==> config.mk <==
export PLATFORM = sky130hd
export DESIGN_NAME = ula_seq_flat
export DESIGN_NICKNAME = d
export VERILOG_FILES = /design/src/rtl/ula_pkg.sv /design/src/rtl/ula_seq_if.sv /design/src/rtl/ula_seq.sv /design/src/flat_wrapper.sv
export SDC_FILE = /design/constraint.sdc
export NUM_CORES = 1
export LEC_CHECK = 0
export CAP_MARGIN = 20
export CORE_MARGIN = 2
export CORE_UTILIZATION = 40
export CTS_CLUSTER_SIZE = 10
export DETAILED_ROUTE_END_ITERATION = 10
export PLACE_DENSITY = 0.66
export SETUP_SLACK_MARGIN = 0.05
export SYNTH_ARGS = -nofsm -noshare
export SYNTH_HDL_FRONTEND = slang
export SYNTH_SLANG_ARGS = --single-unit
==> constraint.sdc <==
create_clock -name clk -period 2.2 [get_ports clk]
set_input_delay 0.55 -clock clk [delete_from_list [all_inputs] [get_ports clk]]
set_output_delay 0.55 -clock clk [all_outputs]
set_load 0.01 [all_outputs]
==> src/rtl/ula_pkg.sv <==
// Shared definitions for the ula request sequencer: op codes, FSM encoding
// and default parameter values.
package ula_pkg;

   localparam int OPW_DEFAULT   = 3;
   localparam int LAT_DEFAULT   = 2;

   localparam int OP_ADD        = 0;
   localparam int OP_SUB        = 1;
   localparam int OP_LAST_LEGAL = 1;

   typedef enum logic [2:0] {
      S_GET_OP = 3'd0,
      S_GET_A  = 3'd1,
      S_GET_B  = 3'd2,
      S_EXEC   = 3'd3,
      S_RESP   = 3'd4
   } state_t;

   // Only the low codes are implemented by the ula; anything above is rejected.
   function automatic logic op_is_legal(input int unsigned op);
      return op <= OP_LAST_LEGAL;
   endfunction

endpackage

==> src/rtl/ula_seq_if.sv <==
// Request/response streams plus the ula operand/result wires of the sequencer.
// The slave view is the sequencer itself; the master view is its environment.
interface ula_seq_if #(
   parameter int OPW = 3
);
   logic [7:0]     in_data;
   logic           in_valid;
   logic           in_ready;
   logic [7:0]     out_data;
   logic           out_err;
   logic           out_valid;
   logic           out_ready;
   logic [7:0]     ula_a;
   logic [7:0]     ula_b;
   logic [OPW-1:0] ula_op;
   logic [7:0]     ula_s;

   modport slave (
      input  in_data, in_valid, out_ready, ula_s,
      output in_ready, out_data, out_err, out_valid, ula_a, ula_b, ula_op
   );

   modport master (
      output in_data, in_valid, out_ready, ula_s,
      input  in_ready, out_data, out_err, out_valid, ula_a, ula_b, ula_op
   );
endinterface

==> src/rtl/ula_seq.sv <==
// Collects op/A/B beats, holds them on the ula inputs, waits out the ula
// pipeline and returns the captured result (or an error) on the output stream.
module ula_seq
   import ula_pkg::*;
#(
   parameter int LAT = LAT_DEFAULT,
   parameter int OPW = OPW_DEFAULT
) (
   input  logic      clk,
   input  logic      rst,
   ula_seq_if.slave  bus
);

   // a/b/op are registered here, so the ula's own input register samples them
   // one edge after the B beat; waiting LAT+1 edges lands on a settled ula_s.
   localparam logic [3:0] CNT_LOAD = 4'(LAT);

   state_t         state_reg,    state_next;
   logic [3:0]     cnt_reg,      cnt_next;
   logic [7:0]     out_data_reg, out_data_next;
   logic           out_err_reg,  out_err_next;
   logic [7:0]     ula_a_reg,    ula_a_next;
   logic [7:0]     ula_b_reg,    ula_b_next;
   logic [OPW-1:0] ula_op_reg,   ula_op_next;

   logic in_ready_int;
   logic out_valid_int;

   assign in_ready_int  = (state_reg == S_GET_OP) || (state_reg == S_GET_A) ||
                          (state_reg == S_GET_B);
   assign out_valid_int = (state_reg == S_RESP);

   always_ff @(posedge clk or posedge rst) begin
      if (rst) begin
         state_reg    <= S_GET_OP;
         cnt_reg      <= '0;
         out_data_reg <= '0;
         out_err_reg  <= 1'b0;
         ula_a_reg    <= '0;
         ula_b_reg    <= '0;
         ula_op_reg   <= '0;
      end else begin
         state_reg    <= state_next;
         cnt_reg      <= cnt_next;
         out_data_reg <= out_data_next;
         out_err_reg  <= out_err_next;
         ula_a_reg    <= ula_a_next;
         ula_b_reg    <= ula_b_next;
         ula_op_reg   <= ula_op_next;
      end
   end

   always_comb begin
      state_next    = state_reg;
      cnt_next      = cnt_reg;
      out_data_next = out_data_reg;
      out_err_next  = out_err_reg;
      ula_a_next    = ula_a_reg;
      ula_b_next    = ula_b_reg;
      ula_op_next   = ula_op_reg;

      case (state_reg)
         S_GET_OP: begin
            if (bus.in_valid) begin
               ula_op_next = bus.in_data[OPW-1:0];
               state_next  = S_GET_A;
            end
         end
         S_GET_A: begin
            if (bus.in_valid) begin
               ula_a_next = bus.in_data;
               state_next = S_GET_B;
            end
         end
         S_GET_B: begin
            if (bus.in_valid) begin
               ula_b_next = bus.in_data;
               if (op_is_legal(32'(ula_op_reg))) begin
                  cnt_next   = CNT_LOAD;
                  state_next = S_EXEC;
               end else begin
                  // Illegal ops never reach EXEC, so the ula is never asked to run them.
                  out_data_next = 8'h00;
                  out_err_next  = 1'b1;
                  state_next    = S_RESP;
               end
            end
         end
         S_EXEC: begin
            if (cnt_reg == 4'd0) begin
               out_data_next = bus.ula_s;
               out_err_next  = 1'b0;
               state_next    = S_RESP;
            end else begin
               cnt_next = cnt_reg - 4'd1;
            end
         end
         S_RESP: begin
            if (bus.out_ready) begin
               state_next = S_GET_OP;
            end
         end
         default: begin
            state_next = S_GET_OP;
         end
      endcase
   end

   assign bus.in_ready  = in_ready_int;
   assign bus.out_valid = out_valid_int;
   assign bus.out_data  = out_data_reg;
   assign bus.out_err   = out_err_reg;
   assign bus.ula_a     = ula_a_reg;
   assign bus.ula_b     = ula_b_reg;
   assign bus.ula_op    = ula_op_reg;

endmodule

==> src/flat_wrapper.sv <==
// flat-port wrapper written by rule: the top's interface ports become plain ports
module ula_seq_flat import ula_pkg::*;
#(
   parameter int LAT = LAT_DEFAULT,
   parameter int OPW = OPW_DEFAULT
)
  (clk, rst, bus_in_data, bus_in_valid, bus_out_ready, bus_ula_s, bus_in_ready, bus_out_data, bus_out_err, bus_out_valid, bus_ula_a, bus_ula_b, bus_ula_op);
  ula_seq_if #(.OPW(OPW)) bus_i ();
  input  logic clk;
  input  logic rst;
  input wire logic [$bits(bus_i.in_data)-1:0] bus_in_data;
  input wire logic [$bits(bus_i.in_valid)-1:0] bus_in_valid;
  input wire logic [$bits(bus_i.out_ready)-1:0] bus_out_ready;
  input wire logic [$bits(bus_i.ula_s)-1:0] bus_ula_s;
  output wire logic [$bits(bus_i.in_ready)-1:0] bus_in_ready;
  output wire logic [$bits(bus_i.out_data)-1:0] bus_out_data;
  output wire logic [$bits(bus_i.out_err)-1:0] bus_out_err;
  output wire logic [$bits(bus_i.out_valid)-1:0] bus_out_valid;
  output wire logic [$bits(bus_i.ula_a)-1:0] bus_ula_a;
  output wire logic [$bits(bus_i.ula_b)-1:0] bus_ula_b;
  output wire logic [$bits(bus_i.ula_op)-1:0] bus_ula_op;
  assign bus_i.in_data = bus_in_data;
  assign bus_i.in_valid = bus_in_valid;
  assign bus_i.out_ready = bus_out_ready;
  assign bus_i.ula_s = bus_ula_s;
  assign bus_in_ready = bus_i.in_ready;
  assign bus_out_data = bus_i.out_data;
  assign bus_out_err = bus_i.out_err;
  assign bus_out_valid = bus_i.out_valid;
  assign bus_ula_a = bus_i.ula_a;
  assign bus_ula_b = bus_i.ula_b;
  assign bus_ula_op = bus_i.ula_op;
  ula_seq #(.LAT(LAT), .OPW(OPW)) u_core (.clk(clk), .rst(rst), .bus(bus_i));
endmodule
==> results.md <==
- Aggregate global routing overflow: 0
- Dominant cells by area after synthesis: sky130_fd_sc_hd__dfrtp_1 (52%), sky130_fd_sc_hd__mux2_2 (13%), sky130_fd_sc_hd__nand3_1 (4.7%)
- Initial core utilization: 42.0%
- Initial antenna violation count: 0
- Startpoint of the worst-slack reg-to-reg timing path: u_core.cnt_reg[0]
- Final worst path period need: 2.09 ns
- Post-synthesis cell type count: 36
- CP startpoint kind: flip-flop
- H-Tree Level Count: 2
- TritonCTS sink count: 35
- # DRC: 0
- Final-report setup violation count: 0
- Hold Path End: u_core.bus.ula_a[1]
- Count of placed standard cells in the final layout, fillers left out: 254
- Hold violation count in the final report: 0
- Hold buffer count at cts: 0
- Total count of max-transition violations in the final report: 0
- Number of antenna diodes: 0
- Async set-or-reset flop fraction in the synthesized netlist: 100%
- Total I/O pin count: 50
- Category of the most critical setup path: flip-flop to primary output
- Setup repair after global routing missed its margin: yes
- Largest net degree at the start of global routing: 36
- Final clock skew: 0.00503 ns
- Final instance area: 0.00238 mm^2
- Via count of the first global-routing pass: 1,421
- Floorplan die width: 69.1 um
- Most used flip-flop cell after synthesis: sky130_fd_sc_hd__dfrtp_1
- Peak supply drop: 0.000864 V
- Reg2reg setup slack: 0.35 ns
- Relative slew slack: 59.0%
- Die Y-Extent: 69.1 um
- Placement-stage cell area: 0.00225 mm^2
- Syn_nets: 169
- Count of cells along the worst hold path: 1
- Post-Synthesis Cell Area: 0.00169 mm^2
- Post-layout total power: 0.00344 W
- Post-synthesis instance total: 147
- Residual antenna-violating net count after detailed routing: 0
- 1st-iter DRT viols: 67
- Pleak: 0.999 nW
- Critical Path RT: 1.65 ns
- Routed WL: 4030 um
- Latest clock arrival within the worst-skew pair: 0.29 ns
- Sequential element share of the synthesized area: 51.7%
- Number of nets in the layout: 225
- Critical path capture point type: primary output
- Filler instances: 339
- Gr usage total: 17.9%
- Largest area contributor in the netlist: sky130_fd_sc_hd__dfrtp_1
- Clock tree from TritonCTS: done
- Postcts setup bufs: 0
- Capture point of the worst reg-to-reg path: u_core.cnt_reg[1]
- Total vias in the final route: 1,370
- Number of placed cells counting well taps: 246
- Area of the die: 0.00477 mm^2
- Number of standard-cell rows in the floorplan: 23
- Final total negative setup slack: 0 ns
- Minimum setup slack in the final design: 0.109 ns
- Most frequent standard cell in the layout excluding fill and tap cells: sky130_fd_sc_hd__clkdlybuf4s50_1
- Signed area change from the synthesized netlist to the final layout: 40.8%
- Worst slew pin tran: 0.613 ns
- Result of the run: finished, final reports clean
- Detailed-route wire length per cell: 15.9 um
- EDFF count, synth: 0
- Power density relative to cell area: 1440 mW/mm^2
- Final cycle utilization of the critical path: 95.0%
- Placeable core region: 0.00403 mm^2
- DRT Pass-1 Iters: 4
- Share of cells above drive strength 1: 20.1%
- Peak fanout along the critical path: 7
- Number of maximum-capacitance constraint violations: 0
- Root Buffer Master: sky130_fd_sc_hd__clkbuf_8
- CTS max path bufs: 2
- Hold/Removal Path Class: flip-flop to flip-flop
- Post-synthesis average cell area: 11.5 um^2
- Number of buffers inserted during clock tree synthesis: 5
- Area share of the leading cell type in the synthesized netlist: 51.7%
- Achievable clock frequency: 478 MHz
- Global-route wire length before repair: 6840 um
- Worst hold path startpoint: u_core.bus.ula_a[1]
- Depth of the worst register-to-register path: 5
- Clock transition at path regs: 0.07 ns
- Data arrival time of the worst path: 1.54 ns
- Dpl ws: 0.122 ns
- Number of synthesized register bits: 35
- Most used cells in the layout excluding fill and tap cells: sky130_fd_sc_hd__clkdlybuf4s50_1 (49), sky130_fd_sc_hd__dfrtp_1 (34), sky130_fd_sc_hd__mux2_2 (19), sky130_fd_sc_hd__nand3_1 (16), sky130_fd_sc_hd__inv_1 (14)
- PortBufs: 49
- Yosys warning total: 0
- Via-to-Cell Ratio: 5.39
- Placer congestion estimate: 0.774
- Detail Placement HPWL: 2830 um
-- cells by family (layout without fill, tap and decap cells) --
group                      Yosys count  after routing  share of synthesized area [%]
and+or+nand+nor                     42             42                           16.0
DFF                                 35             35                           51.7
AOI/OAI and AO/OA                   28             28                           12.3
buffers and inverters               21             78                           5.98
muxes                               19             19                           12.6
adders and majority gates            2              2                           1.48
-- worst max-delay path, cell delays in order, from the launching register on --
cell and delay, ns:
sky130_fd_sc_hd__dfrtp_1 0.46, sky130_fd_sc_hd__a21oi_1 0.23, sky130_fd_sc_hd__clkdlybuf4s50_1 0.56
-- cell type report --
| class | count | area (um^2) | share of cell area [%] |
|---|---|---|---|
| clock buffer | 6 | 72.6 | 3.04 |
| clock inverter | 2 | 60.1 | 2.52 |
| inverter | 14 | 52.6 | 2.20 |
| multi-input combinational | 91 | 717 | 30.1 |
| sequential | 35 | 877 | 36.8 |
| tap | 50 | 62.6 | 2.62 |
| timing repair buffer | 56 | 543 | 22.8 |
-- cell usage after synthesis, types with 2 or more instances --
cell type and instances:
sky130_fd_sc_hd__a21oi_1 4, sky130_fd_sc_hd__a31oi_1 2, sky130_fd_sc_hd__buf_2 3, sky130_fd_sc_hd__buf_6 2, sky130_fd_sc_hd__dfrtp_1 35, sky130_fd_sc_hd__ha_1 2, sky130_fd_sc_hd__inv_1 14, sky130_fd_sc_hd__mux2_2 19
sky130_fd_sc_hd__nand2b_1 2, sky130_fd_sc_hd__nand3_1 16, sky130_fd_sc_hd__nor2_1 5, sky130_fd_sc_hd__nor2b_1 2, sky130_fd_sc_hd__nor3_1 2, sky130_fd_sc_hd__nor3_4 2, sky130_fd_sc_hd__nor3b_1 2, sky130_fd_sc_hd__nor4_1 2
sky130_fd_sc_hd__o211ai_1 10, sky130_fd_sc_hd__o21ai_0 4, sky130_fd_sc_hd__o2bb2ai_1 2
-- metal layers --
layer	part of all wire [%]	global-route usage [%]	vias to the layer above
met5	0	0	-
met4	0.92	4.58	0
met3	7.9	7.89	5
met2	47	28.5	50
met1	45	22.2	676
li1	-	-	639
-- per-stage QoR --
stage | utilization, % | hold WS [ns]
5_1_grt | 59.2 | 0.536
4_1_cts | 59.2 | 0.516
2_1_floorplan | - | 0.504
3_5_place_dp | 55.9 | 0.498
6_report | 59.2 | 0.509
3_3_place_gp | 55.9 | 0.490
-- worst max path at each step --
stage / startpoint / to / slack [ns] / cells past startpoint
final: u_core.state_reg[1] / bus_in_ready / 0.11 / 2
after global routing: u_core.state_reg[1] / bus_in_ready / 0.03 / 2
after CTS: u_core.state_reg[0] / bus_out_valid / 0.07 / 3
after detailed placement: bus_in_valid / u_core.bus.ula_a[6] / 0.12 / 4
after global placement: bus_in_valid / u_core.bus.ula_a[7] / 0.16 / 4
after floorplan: u_core.cnt_reg[1] / u_core.cnt_reg[2] / 0.63 / 7
-- report_power, final --
| group | switching [W] | internal (W) | leakage (nW) |
|---|---|---|---|
| logic | 0.000635 | 0.000903 | 0.533 |
| clock network | 0.000227 | 0.000453 | 0.0654 |
| registers | 0.000276 | 0.000950 | 0.400 |
-- repair_timing --
| item | in CTS | in global routing |
|---|---|---|
| endpoints found under the setup margin | 0 | 2 |
| resized for setup | 0 | 1 |
| endpoints found under the hold margin | 0 | 0 |
Note: power is estimated with default switching activity, not from simulation.
